===== config.mk =====
export PLATFORM = sky130hd
export DESIGN_NAME = css_mcu0_el2_lsu_trigger_seq
export DESIGN_NICKNAME = d
export VERILOG_FILES = /design/src/rtl/css_mcu0_el2_pkg.sv /design/src/rtl/css_mcu0_rvmaskandmatch.sv /design/src/rtl/css_mcu0_el2_lsu_trigger_seq.sv
export SDC_FILE = /design/constraint.sdc
export NUM_CORES = 1
export LEC_CHECK = 0
export CAP_MARGIN = 20
export CORE_MARGIN = 5
export CORE_UTILIZATION = 35
export CTS_CLUSTER_DIAMETER = 60
export DETAILED_ROUTE_END_ITERATION = 8
export GPL_TIMING_DRIVEN = 0
export PLACE_DENSITY_LB_ADDON = 0.08
export SLEW_MARGIN = 20
export SYNTH_ARGS = -nofsm -noshare
export SYNTH_HDL_FRONTEND = slang
export SYNTH_SLANG_ARGS = --single-unit

===== constraint.sdc =====
create_clock -name clk -period 4.6 [get_ports clk]
set_input_delay 1.38 -clock clk [delete_from_list [all_inputs] [get_ports clk]]
set_output_delay 1.38 -clock clk [all_outputs]
set_load 0.02 [all_outputs]

===== src/rtl/css_mcu0_el2_pkg.sv =====
// Shared EL2 types for the LSU trigger path: trigger configuration and M-stage packet.
package css_mcu0_el2_pkg;

    typedef struct packed {
        logic        select;  // 0: compare address, 1: compare store data
        logic        match;   // 0: exact, 1: NAPOT-style masked compare
        logic        store;
        logic        load;
        logic        m;
        logic [31:0] tdata2;
    } el2_trigger_pkt_t;

    typedef struct packed {
        logic valid;
        logic load;
        logic store;
        logic dma;
        logic half;
        logic word;
    } el2_lsu_pkt_t;

    // A byte access is one with neither half nor word set.
    function automatic logic [31:0] store_data_sized(el2_lsu_pkt_t pkt, logic [31:0] data);
        if (pkt.word) return data;
        if (pkt.half) return {16'h0, data[15:0]};
        return {24'h0, data[7:0]};
    endfunction

endpackage


===== src/rtl/css_mcu0_rvmaskandmatch.sv =====
// Exact or masked compare: with masken set, bit i is ignored when every mask bit below i is one.
module css_mcu0_rvmaskandmatch #(
    parameter int WIDTH = 32
) (
    input  logic [WIDTH-1:0] mask,
    input  logic [WIDTH-1:0] data,
    input  logic             masken,
    output logic             match
);

    logic [WIDTH-1:0] ones_below;
    logic [WIDTH-1:0] bit_ok;

    assign ones_below[0] = 1'b1;

    for (genvar i = 0; i < WIDTH; i++) begin : g_bit
        if (i < WIDTH - 1) begin : g_run
            assign ones_below[i+1] = ones_below[i] & mask[i];
        end
        assign bit_ok[i] = (masken & ones_below[i]) | (mask[i] == data[i]);
    end

    assign match = &bit_ok;

endmodule


===== src/rtl/css_mcu0_el2_lsu_trigger_seq.sv =====
// LSU data/address triggers with optional pair chaining, per-trigger hit thresholds,
// a registered one-cycle fire pulse and sticky hit status.
module css_mcu0_el2_lsu_trigger_seq
    import css_mcu0_el2_pkg::*;
#(
    parameter int NUM_TRIG = 4,
    parameter int CNT_W    = 8
) (
    input  logic                             clk,
    input  logic                             rst,
    input  el2_trigger_pkt_t [NUM_TRIG-1:0]  trigger_pkt_any,
    input  logic [NUM_TRIG-1:0]              trig_chain,
    input  logic [NUM_TRIG-1:0][CNT_W-1:0]   trig_count,
    input  logic [NUM_TRIG-1:0]              trig_hit_clr,
    input  el2_lsu_pkt_t                     lsu_pkt_m,
    input  logic                             lsu_flush_m,
    input  logic [31:0]                      lsu_addr_m,
    input  logic [31:0]                      store_data_m,
    output logic [NUM_TRIG-1:0]              lsu_trigger_match_r,
    output logic [NUM_TRIG-1:0]              trig_hit_sticky,
    output logic [NUM_TRIG-1:0][CNT_W-1:0]   trig_cnt
);

    localparam int NUM_PAIR = NUM_TRIG / 2;

    logic                            trig_en;
    logic                            access_ok;
    logic [31:0]                     addr_g;
    logic [31:0]                     data_g;
    logic [NUM_TRIG-1:0]             m_vec;
    logic [NUM_TRIG-1:0]             cmp_hit;
    logic [NUM_TRIG-1:0]             raw;
    logic [NUM_TRIG-1:0]             event_v;
    logic [NUM_TRIG-1:0]             fire_cnt;
    logic [NUM_TRIG-1:0]             fire;
    logic [NUM_TRIG-1:0][CNT_W:0]    cnt_inc;
    logic [NUM_TRIG-1:0][CNT_W-1:0]  cnt_nxt;
    logic [NUM_PAIR-1:0]             chain_odd_unused;

    assign trig_en   = |m_vec;
    assign addr_g    = trig_en ? lsu_addr_m : '0;
    assign data_g    = trig_en ? store_data_sized(lsu_pkt_m, store_data_m) : '0;
    assign access_ok = lsu_pkt_m.valid & ~lsu_pkt_m.dma & ~lsu_flush_m & trig_en;

    for (genvar i = 0; i < NUM_TRIG; i++) begin : g_trig
        el2_trigger_pkt_t pkt;
        logic [31:0]      operand;
        logic [CNT_W:0]   thresh;

        assign pkt      = trigger_pkt_any[i];
        assign m_vec[i] = pkt.m;
        assign operand  = ~pkt.select ? addr_g : (pkt.store ? data_g : '0);

        css_mcu0_rvmaskandmatch #(.WIDTH(32)) u_match (
            .mask   (pkt.tdata2),
            .data   (operand),
            .masken (pkt.match),
            .match  (cmp_hit[i])
        );

        assign raw[i] = access_ok & cmp_hit[i] &
                        ((lsu_pkt_m.store & pkt.store) | (lsu_pkt_m.load & pkt.load & ~pkt.select));

        // A threshold of zero behaves as one; the extra bit keeps the compare wrap-free.
        assign thresh      = (trig_count[i] == '0) ? (CNT_W+1)'(1) : {1'b0, trig_count[i]};
        assign cnt_inc[i]  = {1'b0, trig_cnt[i]} + (CNT_W+1)'(1);
        assign fire_cnt[i] = event_v[i] & (cnt_inc[i] >= thresh);
    end

    for (genvar p = 0; p < NUM_PAIR; p++) begin : g_pair
        assign chain_odd_unused[p] = trig_chain[2*p+1];
    end

    // NOTE: every signal written in a combinational block gets a default first, so no latch is inferred.
    always_comb begin
        event_v = raw;
        for (int p = 0; p < NUM_PAIR; p++) begin
            if (trig_chain[2*p]) begin
                event_v[2*p]   = raw[2*p] & raw[2*p+1];
                event_v[2*p+1] = 1'b0;
            end
        end
    end

    always_comb begin
        fire = fire_cnt;
        for (int i = 0; i < NUM_TRIG; i++) begin
            if (fire_cnt[i])     cnt_nxt[i] = '0;
            else if (event_v[i]) cnt_nxt[i] = cnt_inc[i][CNT_W-1:0];
            else                 cnt_nxt[i] = trig_cnt[i];
        end
        // The even counter of a chained pair drives both fire bits; the odd one parks at zero.
        for (int p = 0; p < NUM_PAIR; p++) begin
            if (trig_chain[2*p]) begin
                fire[2*p+1]    = fire_cnt[2*p];
                cnt_nxt[2*p+1] = '0;
            end
        end
    end

    // NOTE: state is updated with non-blocking assignments only, so every flop sees pre-edge values.
    always_ff @(posedge clk) begin
        if (rst) begin
            lsu_trigger_match_r <= '0;
            trig_hit_sticky     <= '0;
            trig_cnt            <= '0;
        end else begin
            lsu_trigger_match_r <= fire;
            trig_hit_sticky     <= (trig_hit_sticky & ~trig_hit_clr) | fire;
            trig_cnt            <= cnt_nxt;
        end
    end

endmodule


## Word level (Yosys, flattened, before mapping)

Index checks and enable logic that the tools add are counted.

| word-level totals | value |
|---|---|
| logic and storage cells | 594 |
| output and inout bits | 40 |
| input port bits | 261 |
| register bits after elaboration | 40 |

| operators by class | value |
|---|---|
| multiplexer cells | 25 |
| $add $sub $neg | 4 |
| reduce and logical (&&, ||, !) cells | 13 |
| magnitude comparators | 4 |
| bitwise logic cells | 414 |
| eq/ne operators | 128 |

Operators with widths:

| cell | number |
|---|---|
| $mux 32 | 14 |
| $and 1x1->1 | 273 |
| $or 1x1->1 | 132 |
| $eq 1x1->1 | 128 |
| $reduce_and 32->1 | 4 |
| $add 8x1->9 const B | 4 |
| $ge 9x8->1 | 4 |
| $logic_not 8->1 | 4 |
| $mux 8 | 4 |
| $not 1->1 | 6 |
| $reduce_or 3->1 | 2 |
| $mux 1 | 5 |
| $and 4x4->4 | 1 |
| $mux 2 | 2 |
| $not 4->4 | 1 |
| $or 4x4->4 | 1 |
| $reduce_or 2->1 | 2 |
| $reduce_or 4->1 | 1 |

## Depth between registers and ports, before layout

| logic depth | value |
|---|---|
| depth after elaboration | 40 |
| depth in mapped cells | 14 |
| gate-level depth less buffers | 12 |

## By module

From an unflattened synthesis, not the netlist that was laid out.

| second synthesis, totals | value |
|---|---|
| cell total of the unflattened synthesis | 1277 |
| area, all modules | 8358.0 um2 |

By module, submodules not included:

| module | area each (um2) | cells an instance | sequential area each (um2) | instances |
|---|---|---|---|---|
| css_mcu0_el2_lsu_trigger_seq | 4979.8 | 757 | 800.8 | 1 |
| css_mcu0_rvmaskandmatch | 844.6 | 130 | 0.0 | 4 |

## Worst setup path after synthesis

Ideal clock, no wire load.

| timing path | value |
|---|---|
| kind | in2reg |
| start point | in trigger_pkt_any[76] in the netlist's numbering |
| end point | reg trig_cnt[16] in the netlist's numbering |
| stages | 11 |
| arrival | 4164 ps |
| path slack | 316 ps |
| library setup time | 121 ps |
| path buffers | 2 |
| required time | 4479 ps |
| cells stage by stage | buf_2 -> nand4_2 -> or3_1 -> buf_2 -> nor4_2 -> nor3b_1 -> or4_1 -> nor4b_2 -> nand4_2 -> a21oi_2 -> mux2_2 |

| between the ends | value |
|---|---|
| cells in the longest elaborated chain, start to end | 38 |
| elaborated cells on any way between the ends | 96 |
| those cells by class | 1 x eq/ne; 1 x mux; 92 x bitwise; 2 x reduce/logical |

Ends and longest elaborated chain:

| element | RTL line | text |
|---|---|---|
| start: declaration | css_mcu0_el2_lsu_trigger_seq.sv:11 | `input el2_trigger_pkt_t [NUM_TRIG-1:0] trigger_pkt_any,` |
| $and 1x1->1 (29 in a row) | css_mcu0_rvmaskandmatch.sv:18 | `assign ones_below[i+1] = ones_below[i] & mask[i];` |
| $and 1x1->1 | css_mcu0_rvmaskandmatch.sv:20 | `assign bit_ok[i] = (masken & ones_below[i]) \| (mask[i] == data[i]);` |
| $or 1x1->1 | css_mcu0_rvmaskandmatch.sv:20 |  |
| $reduce_and 32->1 * | css_mcu0_rvmaskandmatch.sv:23 | `assign match = &bit_ok;` |
| $and 1x1->1 * (2 in a row) | css_mcu0_el2_lsu_trigger_seq.sv:61 | `assign raw[i] = access_ok & cmp_hit[i] &` |
| $and 1x1->1 | css_mcu0_el2_lsu_trigger_seq.sv:79 | `event_v[2*p] = raw[2*p] & raw[2*p+1];` |
| $mux 2 * | css_mcu0_el2_lsu_trigger_seq.sv:78 | `if (trig_chain[2*p]) begin` |
| $and 1x1->1 | css_mcu0_el2_lsu_trigger_seq.sv:67 | `assign fire_cnt[i] = event_v[i] & (cnt_inc[i] >= thresh);` |
| $reduce_or 2->1 (no source line) | - |  |
| end signal: assignment | css_mcu0_el2_lsu_trigger_seq.sv:110 | `trig_cnt <= cnt_nxt;` |
| end: declaration | css_mcu0_el2_lsu_trigger_seq.sv:21 | `output logic [NUM_TRIG-1:0][CNT_W-1:0] trig_cnt` |

Every way passes the cells marked *; elsewhere a longest branch is shown, timed or not.
A chain may end at the register's enable or synchronous reset.

## Worst setup path in the final report

| timing path | value |
|---|---|
| start point | in store_data_m[29] |
| end point | reg trig_cnt[23] in the netlist's numbering |

| between the ends | value |
|---|---|
| cells in the longest elaborated chain, start to end | 16 |
| elaborated cells on any way between the ends | 23 |
| those cells by class | 2 x eq/ne; 10 x mux; 8 x bitwise; 3 x reduce/logical |

Ends and longest elaborated chain:

| element | RTL line | text |
|---|---|---|
| start: declaration | css_mcu0_el2_lsu_trigger_seq.sv:18 | `input logic [31:0] store_data_m,` |
| $mux 32 * | css_mcu0_el2_pkg.sv:24 | `if (pkt.word) return data;` |
| $mux 32 | css_mcu0_el2_pkg.sv:25 | `if (pkt.half) return {16'h0, data[15:0]};` |
| $mux 32 | css_mcu0_el2_pkg.sv:26 | `return {24'h0, data[7:0]};` |
| $mux 32 * | css_mcu0_el2_pkg.sv:25 |  |
| $mux 32 * | css_mcu0_el2_lsu_trigger_seq.sv:42 | `assign data_g = trig_en ? store_data_sized(lsu_pkt_m, store_data_m) : '0;` |
| $mux 32 (2 in a row) | css_mcu0_el2_lsu_trigger_seq.sv:52 | `assign operand = ~pkt.select ? addr_g : (pkt.store ? data_g : '0);` |
| $eq 1x1->1 | css_mcu0_rvmaskandmatch.sv:20 |  |
| $or 1x1->1 | css_mcu0_rvmaskandmatch.sv:20 |  |
| $reduce_and 32->1 | css_mcu0_rvmaskandmatch.sv:23 |  |
| $and 1x1->1 (2 in a row) | css_mcu0_el2_lsu_trigger_seq.sv:61 |  |
| $and 1x1->1 | css_mcu0_el2_lsu_trigger_seq.sv:79 |  |
| $mux 2 * | css_mcu0_el2_lsu_trigger_seq.sv:78 |  |
| $and 1x1->1 | css_mcu0_el2_lsu_trigger_seq.sv:67 |  |
| $reduce_or 2->1 (no source line) | - |  |

Every way passes the cells marked *; elsewhere a longest branch is shown, timed or not. The select of a mux whose other input is x is not followed.

==> run_summary.xml <==
<?xml version="1.0" encoding="UTF-8"?>
<metrics>
  <group name="clocking">
    <metric name="clock-sinks" unit="">40</metric>
    <metric name="htree_num_levels" unit="">2</metric>
    <metric name="tritoncts" unit="">yes</metric>
    <metric name="clk_latency" unit="ns">0.29</metric>
    <metric name="cts_buffers" unit="">5</metric>
    <metric name="max-clock-path-buffers" unit="">2</metric>
    <metric name="post_cts_hold_buffer_count" unit="">0</metric>
    <metric name="clk_pin_slew_worst_paths" unit="ns">0.07</metric>
    <metric name="cts_root_buf" unit="">clkbuf_16</metric>
  </group>
  <group name="global_route">
    <metric name="grt_antenna_before_repair" unit="">0</metric>
    <metric name="grt_pass1_wl" unit="um">82700</metric>
    <metric name="grt_overflow_total" unit="">0</metric>
    <metric name="grt_start_max_net_pins" unit="">15</metric>
    <metric name="first_global_vias" unit="">13700</metric>
    <metric name="track_usage" unit="">0.326</metric>
  </group>
  <group name="timing">
    <metric name="finalMaxSlewViolations" unit="">0</metric>
    <metric name="final_setup_slack_of_the_worst_path" unit="ns">-0.000119</metric>
    <metric name="timing_hold_violations_final" unit="">0</metric>
    <metric name="period_share" unit="">1.00</metric>
    <metric name="worst_pin_slew" unit="ns">0.874</metric>
    <metric name="finalClockSkew" unit="ns">0.00609</metric>
    <metric name="finalSetupViolCount" unit="">1</metric>
    <metric name="min_period" unit="ns">4.60</metric>
    <metric name="clock.fmax" unit="MHz">217</metric>
    <metric name="max_slew_margin" unit="">0.402</metric>
  </group>
  <group name="pwr">
    <metric name="p_sw" unit="W">0.000802</metric>
    <metric name="seq_power_share" unit="">0.183</metric>
    <metric name="internal_power" unit="W">0.00109</metric>
    <metric name="power_density" unit="mW/mm2">128</metric>
    <metric name="ir_drop" unit="mV">0.109</metric>
    <metric name="power.clock.fraction" unit="">0.218</metric>
    <metric name="report.power.total" unit="W">0.00189</metric>
    <metric name="leakagePower" unit="nW">5.88</metric>
    <metric name="power.combinational.fraction" unit="">0.599</metric>
    <metric name="netSwitchingFraction" unit="">0.424</metric>
  </group>
  <group name="status">
    <metric name="failed_checks" unit="">negative setup slack</metric>
    <metric name="status" unit="">finished with violations</metric>
  </group>
  <group name="critical_path">
    <metric name="startpoint" unit="">store_data_m[29]</metric>
    <metric name="rr_endpoint" unit="">trig_cnt[17]</metric>
    <metric name="cell_count_of_the_worst_reg_to_reg_path" unit="">12</metric>
    <metric name="worst_setup_path_endpoint" unit="">trig_cnt[23]</metric>
    <metric name="cp-start-kind" unit="">input port</metric>
    <metric name="rrSetupSlack" unit="ns">1.23</metric>
    <metric name="timing.critical_path.to_type" unit="">flop</metric>
    <metric name="timing.critical_path.fanout_max" unit="">6</metric>
    <metric name="r2r_start" unit="">trig_cnt[16]</metric>
    <metric name="arrival" unit="ns">4.78</metric>
    <metric name="critical_path_required" unit="ns">4.78</metric>
    <metric name="setup.worst_path.class" unit="">in -&gt; reg</metric>
  </group>
  <group name="finish">
    <metric name="num-nets-final" unit="">2131</metric>
    <metric name="filler_cell_count" unit="">2955</metric>
    <metric name="drive_above_1_share" unit="">0.134</metric>
    <metric name="flow.area_growth_from_synthesis" unit="%">46.8</metric>
    <metric name="layoutNonFillerInstCount" unit="">2219</metric>
    <metric name="number_of_antenna_diodes" unit="">0</metric>
  </group>
  <group name="placed_design">
    <metric name="io_buffers" unit="">290</metric>
    <metric name="hpwl" unit="um">44800</metric>
    <metric name="gp_congestion" unit="">1.04</metric>
    <metric name="dpl.cell_count" unit="">2171</metric>
    <metric name="dpl_worst_slack" unit="ns">-1.53</metric>
  </group>
  <group name="yosys">
    <metric name="synth_nets" unit="">1794</metric>
    <metric name="syn-instance-count" unit="">1497</metric>
    <metric name="primary_flip_flop_cell_chosen_by_synthesis_mapping" unit="">dfxtp_1</metric>
    <metric name="yosysUniqueCellTypes" unit="">79</metric>
    <metric name="synth_seq_area_share" unit="">0.0796</metric>
    <metric name="async_reset_ff_frac" unit="">0</metric>
    <metric name="synthesis.area_per_instance" unit="um2">6.72</metric>
    <metric name="synth.yosys.warnings" unit="">0</metric>
    <metric name="synth.cell_area" unit="mm2">0.0101</metric>
    <metric name="yosys_register_bits" unit="">40</metric>
    <metric name="synth_edf_count" unit="">0</metric>
  </group>
  <group name="floorplanning">
    <metric name="die_height" unit="um">180</metric>
    <metric name="placement_rows" unit="">62</metric>
    <metric name="top_level_ports" unit="">301</metric>
    <metric name="floorplan.die_area" unit="mm2">0.0322</metric>
    <metric name="die-width" unit="um">180</metric>
    <metric name="fp.coreArea" unit="mm2">0.0285</metric>
    <metric name="initial_core_utilization" unit="">0.352</metric>
  </group>
  <group name="routing">
    <metric name="wl_met3" unit="um">6300</metric>
    <metric name="highest-signal-layer" unit="">met4</metric>
    <metric name="route.final.wire_length" unit="um">57300</metric>
    <metric name="routed_wire_length_per_instance" unit="um">25.8</metric>
    <metric name="drc" unit="">0</metric>
    <metric name="drt.antenna.violating_nets" unit="">0</metric>
    <metric name="dr_wl_met2" unit="um">24800</metric>
    <metric name="drt_iter0_drc" unit="">1648</metric>
    <metric name="route.vias.total" unit="">14400</metric>
    <metric name="route.layer.met1.wl" unit="um">22700</metric>
    <metric name="firstDrtPassIters" unit="">7</metric>
    <metric name="route.detailed.vias_per_inst" unit="">6.48</metric>
  </group>
  <group name="min_path">
    <metric name="hold_class" unit="">reg -&gt; reg</metric>
  </group>
  <group name="run">
    <metric name="cap_viol_max_count" unit="">0</metric>
  </group>
</metrics>
[worst min-delay path by stage]
stage / start / end / slack, ns / cells past startpoint
2_1_floorplan: trig_hit_sticky[3] / trig_hit_sticky[3] / 0.53 / 2
3_3_place_gp: trig_hit_sticky[3] / trig_hit_sticky[3] / 0.44 / 2
3_5_place_dp: trig_hit_sticky[3] / trig_hit_sticky[3] / 0.46 / 2
4_1_cts: trig_hit_sticky[3] / trig_hit_sticky[3] / 0.48 / 2
5_1_grt: trig_hit_sticky[3] / trig_hit_sticky[3] / 0.49 / 2
6_report: trig_hit_sticky[3] / trig_hit_sticky[3] / 0.47 / 2
[synthesized netlist by cell type, types with 11 or more instances]
library cell | n | area, um2
a21oi_1 | 125 | 626
nand2_1 | 104 | 390
nand2b_1 | 84 | 526
nor2_1 | 79 | 297
o21ai_0 | 78 | 390
nand4_1 | 77 | 482
nand3_1 | 70 | 350
inv_1 | 69 | 259
xnor2_1 | 59 | 517
clkbuf_1 | 47 | 176
and3_1 | 43 | 269
dfxtp_1 | 40 | 801
ha_1 | 36 | 450
xor2_1 | 33 | 289
a21o_1 | 30 | 225
nor3_1 | 30 | 150
and2_1 | 26 | 163
buf_2 | 24 | 120
nor2b_1 | 24 | 150
and4_1 | 23 | 201
nor4_1 | 23 | 144
a211oi_1 | 22 | 165
or3_1 | 19 | 119
a31oi_1 | 18 | 113
mux2i_1 | 18 | 180
or4_1 | 17 | 128
a32oi_1 | 15 | 131
o2111ai_1 | 14 | 123
a22oi_1 | 12 | 90.1
buf_1 | 12 | 45.0
o211ai_1 | 12 | 90.1
or2_2 | 12 | 75.1
a211o_1 | 11 | 96.3
a221oi_1 | 11 | 96.3
a32o_1 | 11 | 110
[stage by stage]
| step | setup TNS [ns] | util | hold WS, ns | instance area (um2) |
|---|---|---|---|---|
| floorplan | 0 | - | 0.534 | 10100 |
| global placement | -46.95 | 0.471 | 0.445 | 13400 |
| detailed placement | -47.19 | 0.471 | 0.461 | 13400 |
| CTS | 0 | 0.500 | 0.476 | 14300 |
| global route | -0.202 | 0.517 | 0.488 | 14800 |
| finish | -0.000119 | 0.517 | 0.470 | 14800 |
[flip-flops by register name, indices dropped and copies added, names as in the netlist]
| signal | cells |
|---|---|
| trig_hit_sticky | 4 |
| lsu_trigger_match_r | 4 |
| trig_cnt | 32 |
[cell usage in the layout, fill, tap and decap left out, drive strengths merged, types with 12 or more instances in the layout]
cell | netlist | routed
and2 | 28 | 28
a31oi | 18 | 18
a22oi | 12 | 12
and3 | 43 | 43
a21o | 30 | 30
or3 | 19 | 19
dfxtp | 40 | 40
clkdlybuf4s50 | 0 | 242
mux2i | 18 | 18
ha | 36 | 36
a21oi | 126 | 126
dlygate4sd2 | 0 | 14
and4 | 23 | 23
nor2 | 79 | 79
nor2b | 24 | 24
nand2 | 104 | 104
buf | 37 | 83
inv | 69 | 70
nor3 | 30 | 30
o2111ai | 14 | 14
nand3 | 70 | 70
nand2b | 84 | 84
o21ai | 81 | 81
nor4 | 27 | 27
dlymetal6s2s | 0 | 29
a32oi | 15 | 15
xor2 | 33 | 33
xnor2 | 59 | 59
or2 | 12 | 12
a211oi | 22 | 22
or4 | 17 | 17
o211ai | 12 | 12
nand4 | 80 | 81
clkbuf | 47 | 50
[per-layer routing]
metal | global-route usage | up-vias
met5 | 0 | -
met2 | 0.523 | 926
li1 | - | 6468
met1 | 0.413 | 6745
met4 | 0.152 | 0
met3 | 0.0774 | 236
[kinds of logic (layout without fill, tap and decap cells)]
group,Yosys count,in the layout,synth area share
mux,24,24,0.0246
simple gates,674,675,0.382
xor+xnor,92,92,0.0801
compound gates,478,478,0.328
flops,40,40,0.0796
buf+inv,153,490,0.0608
fa+ha+maj,36,36,0.0448
[layout make-up]
class / instances / area [um2] / share of cell area
inverters: 69 / 259 / 0.0175
flip-flops and latches: 40 / 801 / 0.0542
plain buffers: 79 / 553 / 0.0375
repair buffers: 334 / 3290 / 0.223
multi-input cells: 1305 / 9210 / 0.624
clock inverters: 3 / 46.3 / 0.00314
well taps: 384 / 480 / 0.0325
clock buffers: 5 / 125 / 0.00848
[power by group through the flow]
stage               registers (W)  logic, W  clock network [W]
floorplan                0.000354  0.000494                  0
global placement         0.000354   0.00102                  0
detailed placement       0.000354   0.00102                  0
CTS                      0.000346   0.00107           0.000417
global route             0.000346   0.00118           0.000426
finish                   0.000346   0.00113           0.000412
[critical path, stage by stage]
cell and delay [ns]:
clkdlybuf4s50_1 0.77, a32oi_1 0.30, o21ai_0 0.32, nand4b_1 0.15
or4_1 0.58, nor4_4 0.26, buf_6 0.17, nand4_4 0.19
a21oi_4 0.28, mux2_2 0.36
[what timing repair did]
action	in CTS	in global routing
pin swaps	24	34
buffers inserted	22	23
gates resized for setup	184	118
setup endpoints to repair	40	37
gates cloned	1	0
No activity file was read; power rests on OpenSTA's default activity.
